==> src/rtl/ttlc_pkg.sv <==
`default_nettype none
// ============================================================================
// Module      : ttlc_pkg
// Description : Shared TTLC constants: I/O bit-address width, I/O region
//               map and the debug-arbiter FSM state encoding.
// Revision    : 1.0 - initial release
// ============================================================================
package ttlc_pkg;

    // I/O bit-address width
    localparam int TTLC_AW       = 8;

    // I/O region map (bit addresses)
    localparam int TTLC_OUT_BASE = 0;
    localparam int TTLC_OUT_BITS = 48;
    localparam int TTLC_TMP_BASE = 96;

    // Debug-burst FSM states
    typedef enum logic [1:0] {
        IDLE  = 2'd0,
        BURST = 2'd1,
        DONE  = 2'd2
    } arb_state_t;

endpackage : ttlc_pkg
`default_nettype wire

==> src/rtl/ttlc_starve_ctr.sv <==
`default_nettype none
// ============================================================================
// Module      : ttlc_starve_ctr
// Description : Saturating count of consecutive core-owned cycles while a
//               debug burst waits; force_slot asserts once the count reaches
//               MAX_WAIT so the next bus slot goes to the debug port.
// Revision    : 1.0 - initial release
// ============================================================================
module ttlc_starve_ctr #(
    parameter int MAX_WAIT = 4          // legal range 1..15
) (
    input  logic clk,
    input  logic rst_n,
    input  logic inc,
    input  logic clr,
    output logic force_slot
);

    logic [3:0] r_cnt;

    // Count core-owned cycles; clear wins over increment; hold at all-ones
    always_ff @(posedge clk or negedge rst_n) begin
        if (!rst_n) begin
            r_cnt <= 4'd0;
        end else if (clr) begin
            r_cnt <= 4'd0;
        end else if (inc && (r_cnt != 4'hF)) begin
            r_cnt <= r_cnt + 4'd1;
        end
    end

    assign force_slot = (r_cnt == 4'(MAX_WAIT));

endmodule : ttlc_starve_ctr
`default_nettype wire

==> src/rtl/ttlc_io_arb.sv <==
`default_nettype none
// ============================================================================
// Module      : ttlc_io_arb
// Description : Arbiter for the TTLC bit-addressed I/O bus. The MC14500 core
//               gets single-bit accesses at normal priority; the debug port
//               runs 8-bit bursts over consecutive bit addresses and is
//               guaranteed one slot after MAX_WAIT consecutive core cycles.
//               Optional feature macro: TTLC_IO_ARB_WPROT_EN (debug writes
//               into the output-pin region are suppressed and flagged on
//               dbg_werr).
// Revision    : 1.0 - initial release
// ============================================================================
module ttlc_io_arb
    import ttlc_pkg::*;
#(
    parameter int AW       = TTLC_AW,
    parameter int MAX_WAIT = 4
) (
    input  logic          clk,
    input  logic          rst_n,
    // MC14500 core side
    input  logic          core_req,
    input  logic          core_we,
    input  logic [AW-1:0] core_addr,
    input  logic          core_wdata,
    output logic          core_gnt,
    output logic          core_rdata,
    // debug / host side
    input  logic          dbg_req,
    input  logic          dbg_we,
    input  logic [AW-1:0] dbg_addr,
    input  logic [7:0]    dbg_wbyte,
    output logic          dbg_busy,
    output logic          dbg_ack,
    output logic [7:0]    dbg_rbyte,
    output logic          dbg_werr,
    // I/O block side
    output logic [AW-1:0] io_address,
    output logic          io_mem_write,
    output logic          io_data_in,
    input  logic          io_data_out
);

    arb_state_t    r_state;
    arb_state_t    w_next_state;

    logic [AW-1:0] r_base;
    logic          r_we;
    logic [7:0]    r_wbyte;
    logic [2:0]    r_cnt;
    logic [6:0]    r_rbuf;
    logic [7:0]    r_rbyte;

    logic          w_force;
    logic          w_accept;
    logic          w_core_own;
    logic          w_slot;
    logic          w_last;
    logic          w_prot;
    logic [AW-1:0] w_slot_addr;

    // A new burst may start from IDLE or directly from DONE (back-to-back)
    assign w_accept    = ((r_state == IDLE) || (r_state == DONE)) && dbg_req;
    // Inside a burst the core only loses the bus when the starve limit is hit
    assign w_core_own  = core_req && !((r_state == BURST) && w_force);
    assign w_slot      = (r_state == BURST) && !w_core_own;
    assign w_last      = (r_cnt == 3'd7);
    assign w_slot_addr = r_base + AW'(r_cnt);   // wraps modulo 2^AW

`ifdef TTLC_IO_ARB_WPROT_EN
    logic r_werr;

    // Output-pin region is [TTLC_OUT_BASE, TTLC_OUT_BASE+TTLC_OUT_BITS)
    assign w_prot = ((w_slot_addr - AW'(TTLC_OUT_BASE)) < AW'(TTLC_OUT_BITS));

    // Sticky protect error, cleared when the next burst is accepted
    always_ff @(posedge clk or negedge rst_n) begin
        if (!rst_n) begin
            r_werr <= 1'b0;
        end else if (w_accept) begin
            r_werr <= 1'b0;
        end else if (w_slot && r_we && w_prot) begin
            r_werr <= 1'b1;
        end
    end

    assign dbg_werr = r_werr;
`else
    assign w_prot   = 1'b0;
    assign dbg_werr = 1'b0;
`endif

    ttlc_starve_ctr #(
        .MAX_WAIT   (MAX_WAIT)
    ) u_starve (
        .clk        (clk),
        .rst_n      (rst_n),
        .inc        ((r_state == BURST) && w_core_own),
        .clr        (w_accept || w_slot),
        .force_slot (w_force)
    );

    // FSM state register
    always_ff @(posedge clk or negedge rst_n) begin
        if (!rst_n) begin
            r_state <= IDLE;
        end else begin
            r_state <= w_next_state;
        end
    end

    // FSM next-state logic
    always_comb begin
        w_next_state = r_state;
        case (r_state)
            IDLE:    if (w_accept) w_next_state = BURST;
            BURST:   if (w_slot && w_last) w_next_state = DONE;
            DONE:    w_next_state = w_accept ? BURST : IDLE;
            default: w_next_state = IDLE;
        endcase
    end

    // FSM outputs and bus multiplexer
    always_comb begin
        dbg_busy     = (r_state == BURST);
        dbg_ack      = (r_state == DONE);
        core_gnt     = 1'b0;
        io_address   = core_addr;
        io_mem_write = 1'b0;
        io_data_in   = core_wdata;
        if (w_slot) begin
            io_address   = w_slot_addr;
            io_mem_write = r_we && !w_prot;
            io_data_in   = r_wbyte[r_cnt];
        end else if (w_core_own) begin
            core_gnt     = 1'b1;
            io_mem_write = core_we;
        end
    end

    // Burst datapath: latch request on accept, step bit counter per slot.
    // Read bits shift into r_rbuf so dbg_rbyte only changes on completion.
    always_ff @(posedge clk or negedge rst_n) begin
        if (!rst_n) begin
            r_base  <= '0;
            r_we    <= 1'b0;
            r_wbyte <= 8'd0;
            r_cnt   <= 3'd0;
            r_rbuf  <= 7'd0;
            r_rbyte <= 8'd0;
        end else if (w_accept) begin
            r_base  <= dbg_addr;
            r_we    <= dbg_we;
            r_wbyte <= dbg_wbyte;
            r_cnt   <= 3'd0;
        end else if (w_slot) begin
            r_cnt  <= r_cnt + 3'd1;
            r_rbuf <= {io_data_out, r_rbuf[6:1]};
            if (w_last) begin
                r_rbyte <= {io_data_out, r_rbuf};
            end
        end
    end

    assign dbg_rbyte  = r_rbyte;
    assign core_rdata = io_data_out;

endmodule : ttlc_io_arb
`default_nettype wire
==> config.mk <==
export PLATFORM = sky130hd
export DESIGN_NAME = ttlc_io_arb
export DESIGN_NICKNAME = d
export VERILOG_FILES = /design/src/rtl/ttlc_pkg.sv /design/src/rtl/ttlc_starve_ctr.sv /design/src/rtl/ttlc_io_arb.sv
export SDC_FILE = /design/constraint.sdc
export NUM_CORES = 1
export LEC_CHECK = 0
export BUFFER_PORTS_ARGS = -buffer_cell sky130_fd_sc_hd__clkbuf_2
export CORE_UTILIZATION = 52
export DETAILED_ROUTE_END_ITERATION = 16
export PLACE_DENSITY_LB_ADDON = 0.15
export SLEW_MARGIN = 0
export SYNTH_ARGS = -nofsm -noshare
export SYNTH_HDL_FRONTEND = slang
export SYNTH_SLANG_ARGS = --single-unit
export TNS_END_PERCENT = 1
==> constraint.sdc <==
create_clock -name clk -period 2.5 [get_ports clk]
set_clock_uncertainty 0.05 [all_clocks]
set_input_delay 0.5 -clock clk [delete_from_list [all_inputs] [get_ports clk]]
set_output_delay 0.5 -clock clk [all_outputs]
set_load 0.005 [all_outputs]
==> After elaboration in Yosys (flattened, before gate mapping) <==
Index checks and enable logic that the tools add are counted.
{ "totals": {"regBits": 41, "wordCells": 53, "out_inout_bits": 23} }
{ "classes": {"reduce_logical": 17, "order_cmp": 1, "eq_ne": 7, "n_mux": 16, "n_bitwise": 1, "add_sub_neg": 3} }
{ "op_table": {"columns": ["op", "count"], "rows": [
  ["$add A8 B3 Y8", 1],
  ["$mux W4", 2],
  ["$mux W8", 1],
  ["$logic_and A1 B1 Y1", 7],
  ["$mux W1", 7],
  ["$mux W3", 2],
  ["$pmux W2 S3", 1],
  ["$add A4 B1 Y4 const B", 1],
  ["$eq A4 B3 Y1 const B", 1],
  ["$lt A3 B4 Y1 const B", 1],
  ["$mux W2", 2],
  ["$ne A4 B4 Y1 const B", 1],
  ["$reduce_and A2 Y1", 2],
  ["$reduce_bool A2 Y1", 2],
  ["$add A3 B1 Y3 const B", 1],
  ["$bmux W1 S3", 1],
  ["$eq A3 B3 Y1 const B", 1],
  ["$reduce_and A3 Y1", 1],
  ["$eq A2 B1 Y1 const B", 1],
  ["$eq A2 B2 Y1 const B", 1],
  ["$logic_not A1 Y1", 2],
  ["$logic_not A2 Y1", 1],
  ["$logic_or A1 B1 Y1", 2],
  ["$ne A2 B1 Y1 const B", 1],
  ["2 further kinds", 2]
]} }

==> Logic depth before layout (Yosys ltp) <==
{ "depth": {"depth_word": 9, "mapped_depth": 8} }

==> Modules after synthesis <==
Synthesis repeated with hierarchy kept, for this count alone.
{ "hier_totals": {"hier_cells": 218, "hier_area_um2": 2104.5} }
{ "modules_own_cells": {"columns": ["mod", "instances", "area_each_um2", "seq_area_each_um2", "cells_each"], "rows": [
  ["ttlc_io_arb", 1, 1848.0, 925.9, 194],
  ["ttlc_starve_ctr", 1, 256.5, 100.1, 24]
]} }

==> Worst setup path before layout <==
Ideal clock, no wire load.
{ "synth_timing": {"path_kind": "flip-flop to output port", "from": "reg r_cnt[0]", "to": "out io_address[4]", "stages_incl_launch_ff": 8, "arrival_time_ns": 1.617, "slack_ns": 0.333, "n_path_buf": 0, "required_time_ns": 1.950, "cell_sequence": "dfrtp_1 > ha_1 > inv_1 > fa_1 > nor2b_1 > o21ai_0 > xor2_1 > o21ai_0"} }
{ "synth_between": {"elab_chain_cells": 2} }
{ "synth_rtl": {"columns": ["item", "line_no", "rtl"], "rows": [
  ["from (decl)", "ttlc_io_arb.sv:50", "logic [2:0] r_cnt;"],
  ["from (signal assigned)", "ttlc_io_arb.sv:157", "r_cnt <= r_cnt + 3'd1;"],
  ["$add A8 B3 Y8", "ttlc_io_arb.sv:68", "assign w_slot_addr = r_base + AW'(r_cnt);"],
  ["$mux W8", "ttlc_io_arb.sv:131", "if (w_slot) begin"],
  ["to (decl)", "ttlc_io_arb.sv:38", "output logic [AW-1:0] io_address,"]
]} }
Every way passes these cells.

==> Worst setup path after layout <==
{ "layout_timing": {"from": "reg r_base[0]", "to": "out io_address[6]"} }
{ "layout_between": {"elab_chain_cells": 2} }
{ "layout_rtl": {"columns": ["item", "line_no", "rtl"], "rows": [
  ["from (decl)", "ttlc_io_arb.sv:47", "logic [AW-1:0] r_base;"],
  ["from (signal assigned)", "ttlc_io_arb.sv:152", "r_base <= dbg_addr;"],
  ["$add A8 B3 Y8", "ttlc_io_arb.sv:68", null],
  ["$mux W8", "ttlc_io_arb.sv:131", null]
]} }
Every way passes these cells.

==> flow_summary.ini <==
[power]
irDropWorstVdd_v = 0.000504
p_leak_nw = 1.35
power_mw = 2.71
p_per_area_nw_per_um2 = 1080

[global_routing]
grt_max_degree = 42
grt_usage = 0.204
antenna_found_initial = 0
overflow = 0
grt_pass1_vias = 1470
grt_pass1_wl_um = 6530

[cells_and_area]
layout_common_cells = nand2_1 (87), clkbuf_2 (53), dfrtp_1 (41)
final_cells = 324
seqCellArea_sq_um = 1030
antenna_cells = 0
nNetsFinal = 315
fill_cells = 322
final_layout_size_suffix_gt1_frac = 0.301
final_common_cell = nand2_1
multi_input_area_sq_um = 986
area_growth_pct = 19.3
final_util = 0.663

[routing]
wl_um = 3770
dr_wl_met3_um = 119
routed-wl-met2_um = 1840
drt.antenna.violating_nets = 0
drt_iter0_drc = 92
routedWlPerCell_um = 11.6
dr.pass1.iters = 4
viasPerCell = 5.00
topRoutingLayerUsed = met4
vias = 1619
drt-met1-wl_um = 1790
drc_errors = 0

[placed_design]
detailedPlace.worstSlack_ps = 276
gp_congestion = 0.746
place_inst = 316
dp_hpwl_um = 2770
port_buffers = 53

[clocking]
cts_tree = built
cts_buffers = 5
cts_sinks = 41
clkLatencyLatePin_ps = 290
clock_path_buffers = 2
clkTransAtPathRegs_ps = 80
cts_setup_buffers = 0
htreeDepth = 2
cts-root-buf = clkbuf_8

[worst_setup_path]
r2r_cells = 6
crit_path_start_kind = flop
cp.required_ps = 1950
critical_path_class = flop to output port
arrival_ps = 1870
rrSetupSlack_ps = 580
critPathMaxFanout = 2
critPathCaptureType = output port

[logic_synthesis]
synth-seq-cells = 41
syn-instance-count = 221
synth_nets = 261
synth-seq-area-share = 0.489
avgSynthCellArea_sq_um = 9.49
synth_top_family_by_area = simple AND/OR/NAND/NOR gates
ys_types = 36
yosys.area_share.xor_xnor = 0.0251
ys_warn_count = 0
yosys-mux-area-fraction = 0.0835
netlist_area_sq_um = 2100
synth_fa_ha_area_frac = 0.0513
synth_compound_area_frac = 0.0889
synth-simple-area-share = 0.216

[sta]
max_freq_mhz = 413
worst_slack_ps = 79.7
finalSetupViolCount = 0
slew_viol_final = 0
rsz0062_at_grt = true
worst_slew_pin_slew_ps = 763
finalCritPeriodShare = 0.968
fin_crit_ps = 2420
hold_viol = 0
max_slew_margin = 0.492

[die]
die_h_um = 65.5
boundaryPins = 55
core_area_sq_um = 3770
dieArea_sq_um = 4290
placementRows = 22
fp.dieW_um = 65.5
start_util = 0.556

[outcome]
outcome = complete, no violations

[flow_run]
cap_violations = 0

[min_path]
hold_class = primary input to asynchronous set/reset pin
[synthesized netlist by cell type]
cell type	instances	area, sq um
a21o_1	2	15.0
a21oi_1	5	25.0
a21oi_4	1	16.3
a22o_1	1	8.76
and2_1	1	6.26
and2_4	1	8.76
and3_1	1	6.26
buf_2	5	25.0
buf_4	2	15.0
buf_8	1	15.0
clkbuf_1	4	15.0
conb_1	1	3.75
dfrtp_1	41	1030
fa_1	1	20.0
ha_1	7	87.6
inv_1	6	22.5
mux2_4	8	120
mux2i_1	1	10.0
mux4_2	2	45.0
nand2_1	87	327
nand2b_1	2	12.5
nand3_1	6	30.0
nand3b_4	1	20.0
nand4_1	1	6.26
nand4b_1	1	8.76
nor2_1	1	3.75
nor2b_1	3	18.8
nor3_1	1	5.00
o2111ai_1	1	8.76
o211ai_1	1	7.51
o21a_1	2	15.0
o21ai_0	12	60.1
o21ai_1	3	15.0
o31ai_1	2	15.0
xnor2_1	3	26.3
xor2_1	3	26.3
[where the power goes]
part           leakage, nW  internal [mW]  switching, mW
sequential           0.523          0.933          0.208
clock               0.0512          0.224          0.225
combinational        0.776          0.547          0.571
total                 1.35           1.70           1.00
[routing by layer]
metal | track usage | up-vias
met1 | 0.275 | 760
met5 | 0 | -
met2 | 0.331 | 32
li1 | - | 825
met4 | 0.0571 | 0
met3 | 0.0417 | 2
[cell families after synthesis]
family | count (synthesis)
simple gates | 106
flops | 41
compound gates | 30
buf+inv | 18
mux | 11
fa+ha+maj | 8
xor+xnor | 6
other cells | 1
[critical path: stages, from the launching register on]
cell and delay, ps:
dfrtp_1 360, ha_1 170, inv_1 60, fa_2 350, nor2b_2 130, o2111ai_1 120, xor2_1 160, o21ai_1 120
clkbuf_2 120
[repair_timing]
action | in CTS | in global routing
gates cloned | 0 | 0
setup endpoints to repair | 2 | 7
hold buffers | 0 | 0
resized for setup | 1 | 5
pin swaps | 0 | 0
[registers in the layout, indices dropped and copies added, names as in the netlist]
register and flops:
r_rbuf 7, dbg_rbyte 8, r_we 1, r_state 2, r_wbyte 8, r_cnt 3
u_starve.r_cnt 4, r_base 8
[area by class of cell]
cell class	count	area share
clock buffer	6	0.0330
clock inverter	2	0.00550
inverter	6	0.00900
multi-input combinational	162	0.394
sequential	41	0.410
tap	48	0.0240
timing repair buffer	59	0.124
[through the flow]
stage,area (sq um),setup TNS [ps],hold WS (ps)
after floorplan,2100,0,154
after global placement,2400,0,411
after detailed placement,2400,0,411
after CTS,2500,0,233
after global routing,2500,-163,254
final,2500,0,202
[final timing paths]
kind,start,end
max,r_base[0],io_address[6]
min,rst_n,u_starve.r_cnt[3]
max reg2reg,u_starve.r_cnt[0],dbg_rbyte[3]
min reg2reg,r_wbyte[6],r_wbyte[6]
max in group asynchronous,rst_n,r_base[3]
min in group clk,dbg_we,r_we
Note: power is estimated with default switching activity, not from simulation.
